## config.mk

```make
export PLATFORM = sky130hd
export DESIGN_NAME = pc_flow_ctrl_flat
export DESIGN_NICKNAME = d
export VERILOG_FILES = /design/src/rtl/pc_flow_ctrl_pkg.sv /design/src/rtl/pc_flow_ctrl_if.sv /design/src/rtl/pc_flow_ctrl_perf_cnt.sv /design/src/rtl/pc_flow_ctrl.sv /design/src/flat_wrapper.sv
export SDC_FILE = /design/constraint.sdc
export NUM_CORES = 1
export LEC_CHECK = 0
export CAP_MARGIN = 30
export CORE_ASPECT_RATIO = 0.6
export CORE_MARGIN = 2
export CORE_UTILIZATION = 45
export CTS_CLUSTER_SIZE = 12
export DETAILED_ROUTE_END_ITERATION = 8
export PLACE_DENSITY = 0.76
export SLEW_MARGIN = 20
export SYNTH_ARGS = -nofsm -noshare
export SYNTH_HDL_FRONTEND = slang
export SYNTH_SLANG_ARGS = --single-unit
```

## constraint.sdc

```tcl
create_clock -name clk -period 3.7 [get_ports clk]
set_clock_uncertainty 0.05 [all_clocks]
set_input_delay 1.11 -clock clk [delete_from_list [all_inputs] [get_ports clk]]
set_output_delay 1.11 -clock clk [all_outputs]
set_load 0.05 [all_outputs]
```

## src/rtl/pc_flow_ctrl_pkg.sv

```systemverilog
// Shared definitions for the fetch-PC / pipeline flow controller:
// debug FSM state encodings, default reset PC, counter width and a helper.
package pc_flow_ctrl_pkg;

    localparam int          CNT_W            = 32;
    localparam logic [31:0] RESET_PC_DEFAULT = 32'h0000_3000;

    typedef enum logic [1:0] {
        ST_HALT = 2'd0,
        ST_RUN  = 2'd1,
        ST_STEP = 2'd2
    } state_e;

    // Instruction addresses must be word aligned.
    function automatic logic is_aligned(input logic [31:0] addr);
        return (addr[1:0] == 2'b00);
    endfunction

endpackage

```

## src/rtl/pc_flow_ctrl_if.sv

```systemverilog
// Signal bundle between the flow controller and its neighbours
// (debug port, hazard unit, EX redirect, next_pc_sel, stage registers).
//
// Handshake semantics: this block has no valid/ready pairs. All inputs are
// sampled as levels on every rising clock edge (step is a 1-cycle pulse);
// all outputs are valid for the whole cycle and change only after the edge.
interface pc_flow_ctrl_if;
    import pc_flow_ctrl_pkg::*;

    // debug / hazard / redirect inputs
    logic        run;
    logic        step;
    logic        halt_req;
    logic        bp_en;
    logic [31:0] bp_addr;
    logic        load_use;
    logic        redirect;
    logic [31:0] npc;
    logic        cnt_clr;

    // pipeline control and status outputs
    logic [31:0] pc;
    logic        pipe_en;
    logic        if_id_stall;
    logic        if_id_flush;
    logic        id_ex_flush;
    logic        halted;
    logic        misalign_err;
    logic [31:0] cyc_cnt;
    logic [31:0] stall_cnt;
    logic [31:0] flush_cnt;
    state_e      dbg_state;

    // the flow controller itself
    modport slave (
        input  run, step, halt_req, bp_en, bp_addr, load_use, redirect, npc, cnt_clr,
        output pc, pipe_en, if_id_stall, if_id_flush, id_ex_flush, halted,
        output misalign_err, cyc_cnt, stall_cnt, flush_cnt, dbg_state
    );

    // the surrounding pipeline / debugger
    modport master (
        output run, step, halt_req, bp_en, bp_addr, load_use, redirect, npc, cnt_clr,
        input  pc, pipe_en, if_id_stall, if_id_flush, id_ex_flush, halted,
        input  misalign_err, cyc_cnt, stall_cnt, flush_cnt, dbg_state
    );

endinterface

```

## src/rtl/pc_flow_ctrl_perf_cnt.sv

```systemverilog
// Wrapping performance counter with synchronous clear (clear beats increment).
module pc_flow_ctrl_perf_cnt
    import pc_flow_ctrl_pkg::*;
(
    input  logic             clk,
    input  logic             rstn,
    input  logic             clr_i,
    input  logic             inc_i,
    output logic [CNT_W-1:0] cnt_o
);

    logic [CNT_W-1:0] cnt_q;
    logic [CNT_W-1:0] cnt_d;

    // next count: clear wins, otherwise count up and wrap naturally
    always_comb begin
        cnt_d = cnt_q;
        if (clr_i) begin
            cnt_d = '0;
        end else if (inc_i) begin
            cnt_d = cnt_q + 1'b1;
        end
    end

    // counter register
    always_ff @(posedge clk or negedge rstn) begin
        if (!rstn) begin
            cnt_q <= '0;
        end else begin
            cnt_q <= cnt_d;
        end
    end

    assign cnt_o = cnt_q;

endmodule

```

## src/rtl/pc_flow_ctrl.sv

```systemverilog
// Fetch PC owner and pipeline sequencer: commits npc, stalls on load-use,
// flushes on EX redirects and runs the debug HALT/RUN/STEP machine with a
// single PC breakpoint. A breakpoint freezes the hit cycle combinationally;
// the skip flag lets the first cycle after leaving HALT execute past it.
module pc_flow_ctrl
    import pc_flow_ctrl_pkg::*;
#(
    parameter logic [31:0] RESET_PC  = RESET_PC_DEFAULT,
    parameter bit          START_RUN = 1'b0
) (
    input  logic           clk,
    input  logic           rstn,
    pc_flow_ctrl_if.slave  bus
);

    state_e      state_q, state_d;
    logic [31:0] pc_q, pc_d;
    logic        skip_q, skip_d;
    logic        err_q, err_d;

    logic        bp_hit;
    logic        active;
    logic        commit;
    logic        misalign;

    // cycle qualification: breakpoint, activity, commit attempt, alignment
    always_comb begin
        bp_hit   = (state_q == ST_RUN) && bus.bp_en && (pc_q == bus.bp_addr) && !skip_q;
        active   = (state_q != ST_HALT) && !bp_hit && !err_q;
        commit   = active && (bus.redirect || !bus.load_use);
        misalign = commit && !is_aligned(bus.npc);
    end

    // next state for the debug FSM, skip flag, PC and sticky error
    always_comb begin
        state_d = state_q;
        skip_d  = active ? 1'b0 : skip_q;
        pc_d    = (commit && !misalign) ? bus.npc : pc_q;
        err_d   = err_q | misalign;
        case (state_q)
            ST_HALT: begin
                // a latched misalignment error pins the core in HALT
                if (!err_q) begin
                    if (bus.run) begin
                        state_d = ST_RUN;
                        skip_d  = 1'b1;
                    end else if (bus.step) begin
                        state_d = ST_STEP;
                        skip_d  = 1'b1;
                    end
                end
            end
            ST_RUN: begin
                if (bus.halt_req || bp_hit || misalign) begin
                    state_d = ST_HALT;
                end
            end
            ST_STEP: begin
                state_d = ST_HALT;
            end
            default: begin
                state_d = ST_HALT;
            end
        endcase
    end

    // state registers
    always_ff @(posedge clk or negedge rstn) begin
        if (!rstn) begin
            state_q <= START_RUN ? ST_RUN : ST_HALT;
            pc_q    <= RESET_PC;
            skip_q  <= 1'b1;
            err_q   <= 1'b0;
        end else begin
            state_q <= state_d;
            pc_q    <= pc_d;
            skip_q  <= skip_d;
            err_q   <= err_d;
        end
    end

    // stage-register enables/flushes; everything is quiet when not active
    always_comb begin
        bus.pc           = pc_q;
        bus.pipe_en      = active;
        bus.if_id_stall  = active && bus.load_use && !bus.redirect;
        bus.if_id_flush  = active && bus.redirect;
        bus.id_ex_flush  = active && (bus.redirect || bus.load_use);
        bus.halted       = (state_q == ST_HALT);
        bus.misalign_err = err_q;
        bus.dbg_state    = state_q;
    end

    pc_flow_ctrl_perf_cnt u_cyc_cnt (
        .clk   (clk),
        .rstn  (rstn),
        .clr_i (bus.cnt_clr),
        .inc_i (active),
        .cnt_o (bus.cyc_cnt)
    );

    pc_flow_ctrl_perf_cnt u_stall_cnt (
        .clk   (clk),
        .rstn  (rstn),
        .clr_i (bus.cnt_clr),
        .inc_i (active && bus.load_use && !bus.redirect),
        .cnt_o (bus.stall_cnt)
    );

    pc_flow_ctrl_perf_cnt u_flush_cnt (
        .clk   (clk),
        .rstn  (rstn),
        .clr_i (bus.cnt_clr),
        .inc_i (active && bus.redirect),
        .cnt_o (bus.flush_cnt)
    );

endmodule
```

## src/flat_wrapper.sv

```systemverilog
// flat-port wrapper written by rule: the top's interface ports become plain ports
module pc_flow_ctrl_flat import pc_flow_ctrl_pkg::*;
#(
    parameter logic [31:0] RESET_PC  = RESET_PC_DEFAULT,
    parameter bit          START_RUN = 1'b0
)
  (clk, rstn, bus_run, bus_step, bus_halt_req, bus_bp_en, bus_bp_addr, bus_load_use, bus_redirect, bus_npc, bus_cnt_clr, bus_pc, bus_pipe_en, bus_if_id_stall, bus_if_id_flush, bus_id_ex_flush, bus_halted, bus_misalign_err, bus_cyc_cnt, bus_stall_cnt, bus_flush_cnt, bus_dbg_state);
  pc_flow_ctrl_if bus_i ();
  input  logic clk;
  input  logic rstn;
  input wire logic [$bits(bus_i.run)-1:0] bus_run;
  input wire logic [$bits(bus_i.step)-1:0] bus_step;
  input wire logic [$bits(bus_i.halt_req)-1:0] bus_halt_req;
  input wire logic [$bits(bus_i.bp_en)-1:0] bus_bp_en;
  input wire logic [$bits(bus_i.bp_addr)-1:0] bus_bp_addr;
  input wire logic [$bits(bus_i.load_use)-1:0] bus_load_use;
  input wire logic [$bits(bus_i.redirect)-1:0] bus_redirect;
  input wire logic [$bits(bus_i.npc)-1:0] bus_npc;
  input wire logic [$bits(bus_i.cnt_clr)-1:0] bus_cnt_clr;
  output wire logic [$bits(bus_i.pc)-1:0] bus_pc;
  output wire logic [$bits(bus_i.pipe_en)-1:0] bus_pipe_en;
  output wire logic [$bits(bus_i.if_id_stall)-1:0] bus_if_id_stall;
  output wire logic [$bits(bus_i.if_id_flush)-1:0] bus_if_id_flush;
  output wire logic [$bits(bus_i.id_ex_flush)-1:0] bus_id_ex_flush;
  output wire logic [$bits(bus_i.halted)-1:0] bus_halted;
  output wire logic [$bits(bus_i.misalign_err)-1:0] bus_misalign_err;
  output wire logic [$bits(bus_i.cyc_cnt)-1:0] bus_cyc_cnt;
  output wire logic [$bits(bus_i.stall_cnt)-1:0] bus_stall_cnt;
  output wire logic [$bits(bus_i.flush_cnt)-1:0] bus_flush_cnt;
  output wire logic [$bits(bus_i.dbg_state)-1:0] bus_dbg_state;
  assign bus_i.run = bus_run;
  assign bus_i.step = bus_step;
  assign bus_i.halt_req = bus_halt_req;
  assign bus_i.bp_en = bus_bp_en;
  assign bus_i.bp_addr = bus_bp_addr;
  assign bus_i.load_use = bus_load_use;
  assign bus_i.redirect = bus_redirect;
  assign bus_i.npc = bus_npc;
  assign bus_i.cnt_clr = bus_cnt_clr;
  assign bus_pc = bus_i.pc;
  assign bus_pipe_en = bus_i.pipe_en;
  assign bus_if_id_stall = bus_i.if_id_stall;
  assign bus_if_id_flush = bus_i.if_id_flush;
  assign bus_id_ex_flush = bus_i.id_ex_flush;
  assign bus_halted = bus_i.halted;
  assign bus_misalign_err = bus_i.misalign_err;
  assign bus_cyc_cnt = bus_i.cyc_cnt;
  assign bus_stall_cnt = bus_i.stall_cnt;
  assign bus_flush_cnt = bus_i.flush_cnt;
  assign bus_dbg_state = bus_i.dbg_state;
  pc_flow_ctrl #(.RESET_PC(RESET_PC), .START_RUN(START_RUN)) u_core (.clk(clk), .rstn(rstn), .bus(bus_i));
endmodule
```

Word level (Yosys, flattened, before mapping)
Index checks and enable logic that the tools add are counted.
{ "word_totals": {"regBits": 132, "inputBits": 73, "elab_cells": 62} }
{ "op_classes": {"add_sub_neg": 3, "eq_ne": 5, "muxes": 16, "bitwise_logic": 1, "reduce_logical": 30} }
{ "ops": {"columns": ["cell", "count"], "rows": [
  ["32-bit two-way mux", 6],
  ["32-bit by 1-bit adder with 32-bit output, second input constant", 3],
  ["32-bit == test", 1],
  ["1-bit logical AND", 12],
  ["2-bit two-way mux", 4],
  ["2-bit nonzero test", 4],
  ["1-bit zero test", 7],
  ["1-bit two-way mux", 5],
  ["2-bit zero test", 2],
  ["1-bit logical OR", 4],
  ["2-bit inequality test, second input constant", 2],
  ["2-bit one-hot mux with 2 select lines", 1],
  ["3-bit inequality test, second input constant", 1],
  ["3-bit AND reduction", 1],
  ["2-bit by 1-bit == test with 1-bit output, second input constant", 1],
  ["1-bit OR", 1]
]} }

Logic depth before layout (Yosys ltp)
Gate-level depths: netlist (run 1).
{ "logic_depth": {"word_depth": 12, "depth_mapped": 9, "mapped_depth_nobuf": 7} }

Modules after synthesis
A second synthesis (run 1) with hierarchy kept.
{ "hier_totals": {"hier_cells": 666, "hier_area_um2": 6929.1} }
{ "by_module_without_submodules": {"columns": ["mod", "n_inst", "cells_each", "area_each_um2", "seq_area_each_um2"], "rows": [
  ["pc_flow_ctrl_perf_cnt", 3, 176, 1680.4, 800.8],
  ["pc_flow_ctrl", 1, 138, 1888.1, 904.6]
]} }

Worst setup path after synthesis (run 1)
OpenSTA, ideal clock, no wires.
{ "synth_path": {"path_type": "input to output", "start": "input port bus_bp_en", "end": "output port bus_if_id_flush", "arrival_time_ps": 2666, "required_ps": 2540, "slack_ps": -126, "path_stages": 8, "n_path_buf": 3, "path_cell_list": "nor4bb_1 -> nand4_1 -> nor3_1 -> and4_4 -> buf_6 -> buf_4 -> buf_2 -> nor2_1"} }
{ "synth_via": {"elab_chain_len": 7} }
{ "synth_lines": {"columns": ["element", "line_no", "rtl"], "rows": [
  ["start: declaration", "flat_wrapper.sv:14", "input wire logic [$bits(bus_i.bp_en)-1:0] bus_bp_en;"],
  ["1-bit logical AND (3 in a row)", "pc_flow_ctrl.sv:28", "bp_hit = (state_q == ST_RUN) && bus.bp_en && (pc_q == bus.bp_addr) && !skip_q;"],
  ["1-bit zero test", "pc_flow_ctrl.sv:29", "active = (state_q != ST_HALT) && !bp_hit && !err_q;"],
  ["1-bit logical AND (2 in a row)", "pc_flow_ctrl.sv:29", null],
  ["1-bit logical AND", "pc_flow_ctrl.sv:87", "bus.if_id_flush = active && bus.redirect;"],
  ["end: declaration", "flat_wrapper.sv:23", "output wire logic [$bits(bus_i.if_id_flush)-1:0] bus_if_id_flush;"]
]} }
No other way between the ends.

Worst setup path after layout (run 1)
{ "layout_path": {"start": "input port bus_bp_addr[14]", "end": "output port bus_id_ex_flush"} }
{ "layout_via": {"elab_chain_len": 7} }
{ "layout_lines": {"columns": ["element", "line_no", "rtl"], "rows": [
  ["start: declaration", "flat_wrapper.sv:15", "input wire logic [$bits(bus_i.bp_addr)-1:0] bus_bp_addr;"],
  ["32-bit == test", "pc_flow_ctrl.sv:28", null],
  ["1-bit logical AND (2 in a row)", "pc_flow_ctrl.sv:28", null],
  ["1-bit zero test", "pc_flow_ctrl.sv:29", null],
  ["1-bit logical AND (2 in a row)", "pc_flow_ctrl.sv:29", null],
  ["1-bit logical AND", "pc_flow_ctrl.sv:88", "bus.id_ex_flush = active && (bus.redirect || bus.load_use);"],
  ["end: declaration", "flat_wrapper.sv:24", "output wire logic [$bits(bus_i.id_ex_flush)-1:0] bus_id_ex_flush;"]
]} }
No other way between the ends.

==> impl_metrics.ini, run 1 <==
[global_routing]
top_usage_layer = met1
grt_max_degree = 96
use_met2 = 0.369
grt_pass1_wl_um = 34700
grt_antenna_before_repair = 0
met1_usage = 0.375
use_met3 = 0.0537
grt_pass1_vias = 6372
grt.overflow.total = 0
grtUsageTotal = 0.251

[die]
die_width_um = 169
coreArea_mm2 = 0.0161
die-area_mm2 = 0.0175
die_h_um = 103
initial_core_util = 0.458
placementRows = 36
ios = 209

[yosys]
postSynthNetCount = 827
syn_inst = 751
synth_edf_count = 0
synth_top_cell_by_area = dfrtp_1
synth_seq_cells = 132
netlist_top_cells_count = 129 x dfrtp_1, 62 x a21oi_1, 41 x nand3_1, 40 x mux2_2, 40 x nand2_1
async_flop_share = 1.00
ys_seq_area_frac = 0.448
ys.flop_type = dfrtp_1
synth_area_leaders = dfrtp_1 44%, mux2_2 6.1%, a21oi_1 4.2%
synth_top_area_share = 0.437
syn_area_mm2 = 0.00738
yosys_warnings = 0
yosysMostFrequentCell = dfrtp_1
ys_types = 58
avgSynthCellArea_um2 = 9.83

[timing]
relSlewSlack = 0.432
fin_ws_ns = 0.0835
fin_crit_sh = 0.977
fmax_mhz = 277
whs_ns = 0.464
finalSetupViolations = 0
setup_tns_ns = 0
min_period_ns = 3.62
worstMarginPinSlew_ns = 0.852
rsz0062_at_grt = no
hold_viol_final = 0
slew_violations = 0

[clocking]
h-tree-depth = 4
cts_sinks = 132
cts_buffers = 17
clk_path_buf_depth = 2
tritoncts = built
ctsHoldBuffers = 0
root_buffer = clkbuf_16
clk_pin_slew_worst_paths_ns = 0.06
clk_latency_ns = 0.41

[finish]
n_fill_cell = 1296
fin_nets = 1017
layout-drive-gt1-share = 0.167
area_growth_pct = 41.5
diodes = 0
fin_cells = 1163
final_cell_area_mm2 = 0.0105

[worst_hold_path]
hp-class = reg -> reg
worst_hold_startpoint = u_core.skip_q$_DFF_PN1_
whs_endpoint = u_core.skip_q$_DFF_PN1_
min_path_cells = 2

[route]
routed_wirelength_um = 22000
wl_per_cell_um = 18.9
num_vias = 6961
drtIter0Drc = 603
viasPerCell = 5.99
dr.pass1.iters = 5
drc_errors = 0
ant_nets = 0

[power]
internal_power_uw = 3520
combPwrFrac = 0.299
swShare = 0.344
leakagePower_uw = 0.00412
pwr-share-clk = 0.360
vdd_drop_max_mv = 0.452
p_seq_frac = 0.341
power.density_mw_per_mm2 = 514
p_switching_uw = 1850

[worst_setup_path]
critical_path.max_fanout = 3
arrival_ns = 2.46
r2r-start = u_core.bus.dbg_state[1]$_DFFE_PN0P_
rr_worst_depth = 9
start_kind = input pin
critical_path_class = in -> out
reg2reg_slack_ns = 1.08
crit_required_ns = 2.54
endpoint_kind = output pin
rr_endpoint = u_core.bus.pc[19]$_DFFE_PN0P_

[outcome]
outcome = complete, no violations

[placed_design]
post-place-cells = 1130
io_buffers = 208
dpl_cell_area_mm2 = 0.00966
place_ws_ns = -0.187
globalplace.congestion = 0.855
hpwl_um = 14700

[flow_run]
drv_cap = 0
## cell families (layout without fill, tap and decap cells)
group	after synthesis	count (layout)	synth area share
and+or+nand+nor	303	303	0.249
AOI/OAI and AO/OA	174	174	0.159
DFF	132	132	0.448
buffers and inverters	67	270	0.0402
muxes	40	40	0.0610
xor gates and xnor gates	32	32	0.0380
adders and majority gates	3	3	0.00508
## layer usage
metal	vias up	wire length, µm
met4	0	220
met1	3397	10500
met3	22	1560
met5	-	0
met2	278	9650
li1	3264	-
## power groups by stage
stage / Clock, µW / Combinational (µW) / Sequential [µW]
2_1_floorplan: 0 / 425 / 2370
3_3_place_gp: 0 / 1570 / 1840
3_5_place_dp: 0 / 1580 / 1840
4_1_cts: 1960 / 1600 / 1820
5_1_grt: 2030 / 1670 / 1850
6_report: 1930 / 1610 / 1830
## worst max-delay path by stage
stage | to | start | slack [ns] | depth (start not counted)
finish | bus_id_ex_flush | bus_bp_addr[14] | 0.08 | 7
global route | bus_id_ex_flush | bus_bp_addr[0] | 0.01 | 9
CTS | bus_if_id_flush | bus_bp_addr[9] | 0.02 | 7
detailed placement | bus_pipe_en | bus_bp_addr[24] | -0.19 | 9
global placement | bus_if_id_flush | bus_bp_en | -0.15 | 7
floorplan | bus_if_id_flush | bus_bp_en | -0.13 | 8
## metrics by stage
step                total power [µW]   util
floorplan                       2800      -
global placement                3410  0.599
detailed placement              3420  0.599
CTS                             5380  0.643
global route                    5550  0.648
finish                          5370  0.648
## flip-flops by register name, summed over array words and instances (netlist names)
| register | flops |
|---|---|
| u_core.bus.pc | 32 |
| u_core.skip_q | 1 |
| u_core.bus.misalign_err | 1 |
| u_core.u_stall_cnt.cnt_o | 32 |
| u_core.bus.dbg_state | 2 |
| u_core.u_cyc_cnt.cnt_o | 32 |
| u_core.u_flush_cnt.cnt_o | 32 |
## cells in the final DEF, fill, tap and decap left out, types with 17 or more instances in the layout
cell	netlist	routed
dfrtp_1	129	129
nor2_1	34	28
a21oi_1	62	62
mux2_2	40	40
o31ai_1	37	37
clkdlybuf4s50_1	0	171
xnor2_1	30	24
nand4_1	29	29
o311ai_0	17	17
o41ai_1	25	25
nand2_1	40	39
and3_1	20	20
or4_1	37	37
or2_2	17	17
nand3_1	41	41
clkbuf_16	0	17
## final cells by class
cell class,instances,area (µm²),area share
Multi-Input combinational cell,552,3870,0.370
Sequential cell,132,3310,0.316
Timing Repair Buffer,227,2300,0.220
Clock buffer,19,433,0.0414
Tap cell,209,262,0.0250
Clock inverter,13,233,0.0223
Inverter,11,41.3,0.00395
## worst max-delay path, stage by stage
cell             delay, ns
clkdlybuf4s50_1       0.44
xor2_2                0.21
nor3_2                0.19
nand4_1               0.16
nand2_2               0.14
nor2_2                0.05
buf_6                 0.15
## timing repair
item | CTS | global route
buffers inserted | 1 | 0
gates resized for setup | 29 | 28
endpoints found under the setup margin | 4 | 4
hold endpoints to repair | 0 | 0
pin swaps | 25 | 30
cloned | 0 | 0
(Power assumes the default switching activity.)
==> run 2, diff against run 1 <==
--- a/config.mk
+++ b/config.mk
@@ -12,6 +12,7 @@
 export CTS_CLUSTER_SIZE = 12
 export DETAILED_ROUTE_END_ITERATION = 8
 export PLACE_DENSITY = 0.76
+export RECOVER_POWER = 25
 export SLEW_MARGIN = 20
 export SYNTH_ARGS = -nofsm -noshare
 export SYNTH_HDL_FRONTEND = slang
==> run 2 against run 1 <==
The flow now finishes with violations (max-capacitance violations, max-slew violations). Cell count did not move. Register-to-register slack got worse by 0.03 ns. Flip-flop and latch count did not move. Utilization down 0.12 points. Clock power about the same. Largest power group unchanged. Highest routed layer unchanged.
==> impl_metrics.ini, run 2 (synthesis results as in run 1) <==
[power]
swShare = 0.345
leakagePower_uw = 0.00411
pwr-share-clk = 0.361
internal_power_uw = 3520
p_switching_uw = 1850
power.total_uw = 5370
p_seq_frac = 0.341
vdd_drop_max_mv = 0.452
combPwrFrac = 0.298
power.density_mw_per_mm2 = 515

[route]
wl_per_cell_um = 18.9
dr.pass1.iters = 5
drc_errors = 0
ant_nets = 0
viasPerCell = 6.02
drtIter0Drc = 665
num_vias = 6996
routed_wirelength_um = 22000

[die]
die_width_um = 169
die-area_mm2 = 0.0175
ios = 209
die_h_um = 103
initial_core_util = 0.458
coreArea_mm2 = 0.0161
placementRows = 36

[finish]
layout_common_cells = 170 x clkdlybuf4s50_1, 129 x dfrtp_1, 62 x a21oi_1, 41 x nand3_1, 40 x mux2_2
layout-drive-gt1-share = 0.167
layout_commonest_cell = clkdlybuf4s50_1
fin_cells = 1163
fin_nets = 1017
diodes = 0
area_growth_pct = 41.3
final_util = 0.647

[clocking]
ctsHoldBuffers = 0
cts_sinks = 132
root_buffer = clkbuf_16
clk_latency_ns = 0.41
clk_pin_slew_worst_paths_ns = 0.06
clk_path_buf_depth = 2
cts_buffers = 17
tritoncts = built
h-tree-depth = 4

[timing]
rsz0062_at_grt = no
whs_ns = 0.460
fin_ws_ns = 0.0804
fmax_mhz = 276
relSlewSlack = -0.396
worstMarginPinSlew_ns = 2.09
fin_crit_sh = 0.978
hold_viol_final = 0
min_period_ns = 3.62
slew_violations = 84
finalSetupViolations = 0

[global_routing]
grt_pass1_vias = 6372
grt_pass1_wl_um = 34700
grt_max_degree = 96
grtUsageTotal = 0.251
grt_antenna_before_repair = 0
grt.overflow.total = 0

[worst_setup_path]
rr_worst_depth = 9
critical_path.max_fanout = 3
arrival_ns = 2.46
endpoint_kind = output pin
start_kind = input pin
crit_required_ns = 2.54
critical_path_class = in -> out

[worst_hold_path]
min_path_cells = 2
hp-class = reg -> reg

[flow_run]
drv_cap = 1

[outcome]
violations = max-capacitance violations, max-slew violations
outcome = complete, but fails checks

[placed_design]
place_ws_ns = -0.187
globalplace.congestion = 0.855
hpwl_um = 14700
io_buffers = 208
post-place-cells = 1130
-- run 2: cell types whose count changed in the layout (fill, tap and decap cells not counted) --
cell	delta
buf_12	-1
buf_6	-1
clkbuf_2	+1
clkbuf_4	+1
clkdlybuf4s50_1	-1
dlygate4sd3_1	+1
-- run 2: layout make-up --
| cell class | instances | area, µm² |
|---|---|---|
| clock buffers | 19 | 433 |
| clock inverters | 13 | 233 |
| fillers | 1298 | 5690 |
| inverters | 11 | 41.3 |
| multi-input cells | 552 | 3870 |
| flip-flops and latches | 132 | 3310 |
| well taps | 209 | 262 |
| repair buffers | 227 | 2280 |
-- run 2: metrics by stage --
step | setup TNS, ns | cell area [µm²]
4_1_cts | 0 | 10400
6_report | 0 | 10400
2_1_floorplan | -0.253 | 7390
3_5_place_dp | -0.716 | 9660
5_1_grt | 0 | 10400
3_3_place_gp | -0.518 | 9660
-- run 2: worst paths after layout --
kind / startpoint / end / slack (ns)
setup / recovery: bus_bp_addr[14] / bus_id_ex_flush / 0.08
hold / removal: u_core.skip_q$_DFF_PN1_ / u_core.skip_q$_DFF_PN1_ / 0.46
setup reg to reg: u_core.bus.dbg_state[1]$_DFFE_PN0P_ / u_core.bus.pc[19]$_DFFE_PN0P_ / 1.05
hold reg to reg: u_core.skip_q$_DFF_PN1_ / u_core.skip_q$_DFF_PN1_ / 0.46
max in group asynchronous: rstn / u_core.u_flush_cnt.cnt_o[26]$_DFFE_PN0P_ / 0.55
min in group asynchronous: rstn / u_core.bus.pc[5]$_DFFE_PN0P_ / 1.20
-- run 2: critical path, stage by stage --
cell,delay (ns)
clkdlybuf4s50_1,0.44
xor2_2,0.21
nor3_2,0.20
nand4_1,0.16
nand2_2,0.14
nor2_2,0.05
buf_6,0.15
-- run 2: repair_timing --
item,4_1_cts,5_1_grt
buffers inserted,1,0
pin swaps,25,30
setup endpoints to repair,4,4
gates resized for setup,29,28
-- run 2: power groups by stage --
stage	sequential (µW)	combinational, µW	clock [µW]
finish	1830	1600	1940
global route	1850	1670	2030
CTS	1820	1600	1960
detailed placement	1840	1580	0
floorplan	2370	425	0
global placement	1840	1570	0
-- run 2: routing by layer --
metal,vias to the layer above,track usage,part of all wire
met5,-,0,0
met4,0,0.0710,0.011
met3,23,0.0537,0.067
met2,278,0.369,0.44
met1,3429,0.375,0.48
li1,3266,-,-
==> run 3, diff against run 2 <==
--- a/config.mk
+++ b/config.mk
@@ -5,7 +5,8 @@
 export SDC_FILE = /design/constraint.sdc
 export NUM_CORES = 1
 export LEC_CHECK = 0
-export CAP_MARGIN = 30
+export ABC_AREA = 0
+export CAP_MARGIN = 20
 export CORE_ASPECT_RATIO = 0.6
 export CORE_MARGIN = 2
 export CORE_UTILIZATION = 45
==> results of run 3 <==
The final DEF is identical to that of run 2; final timing and power are the same.
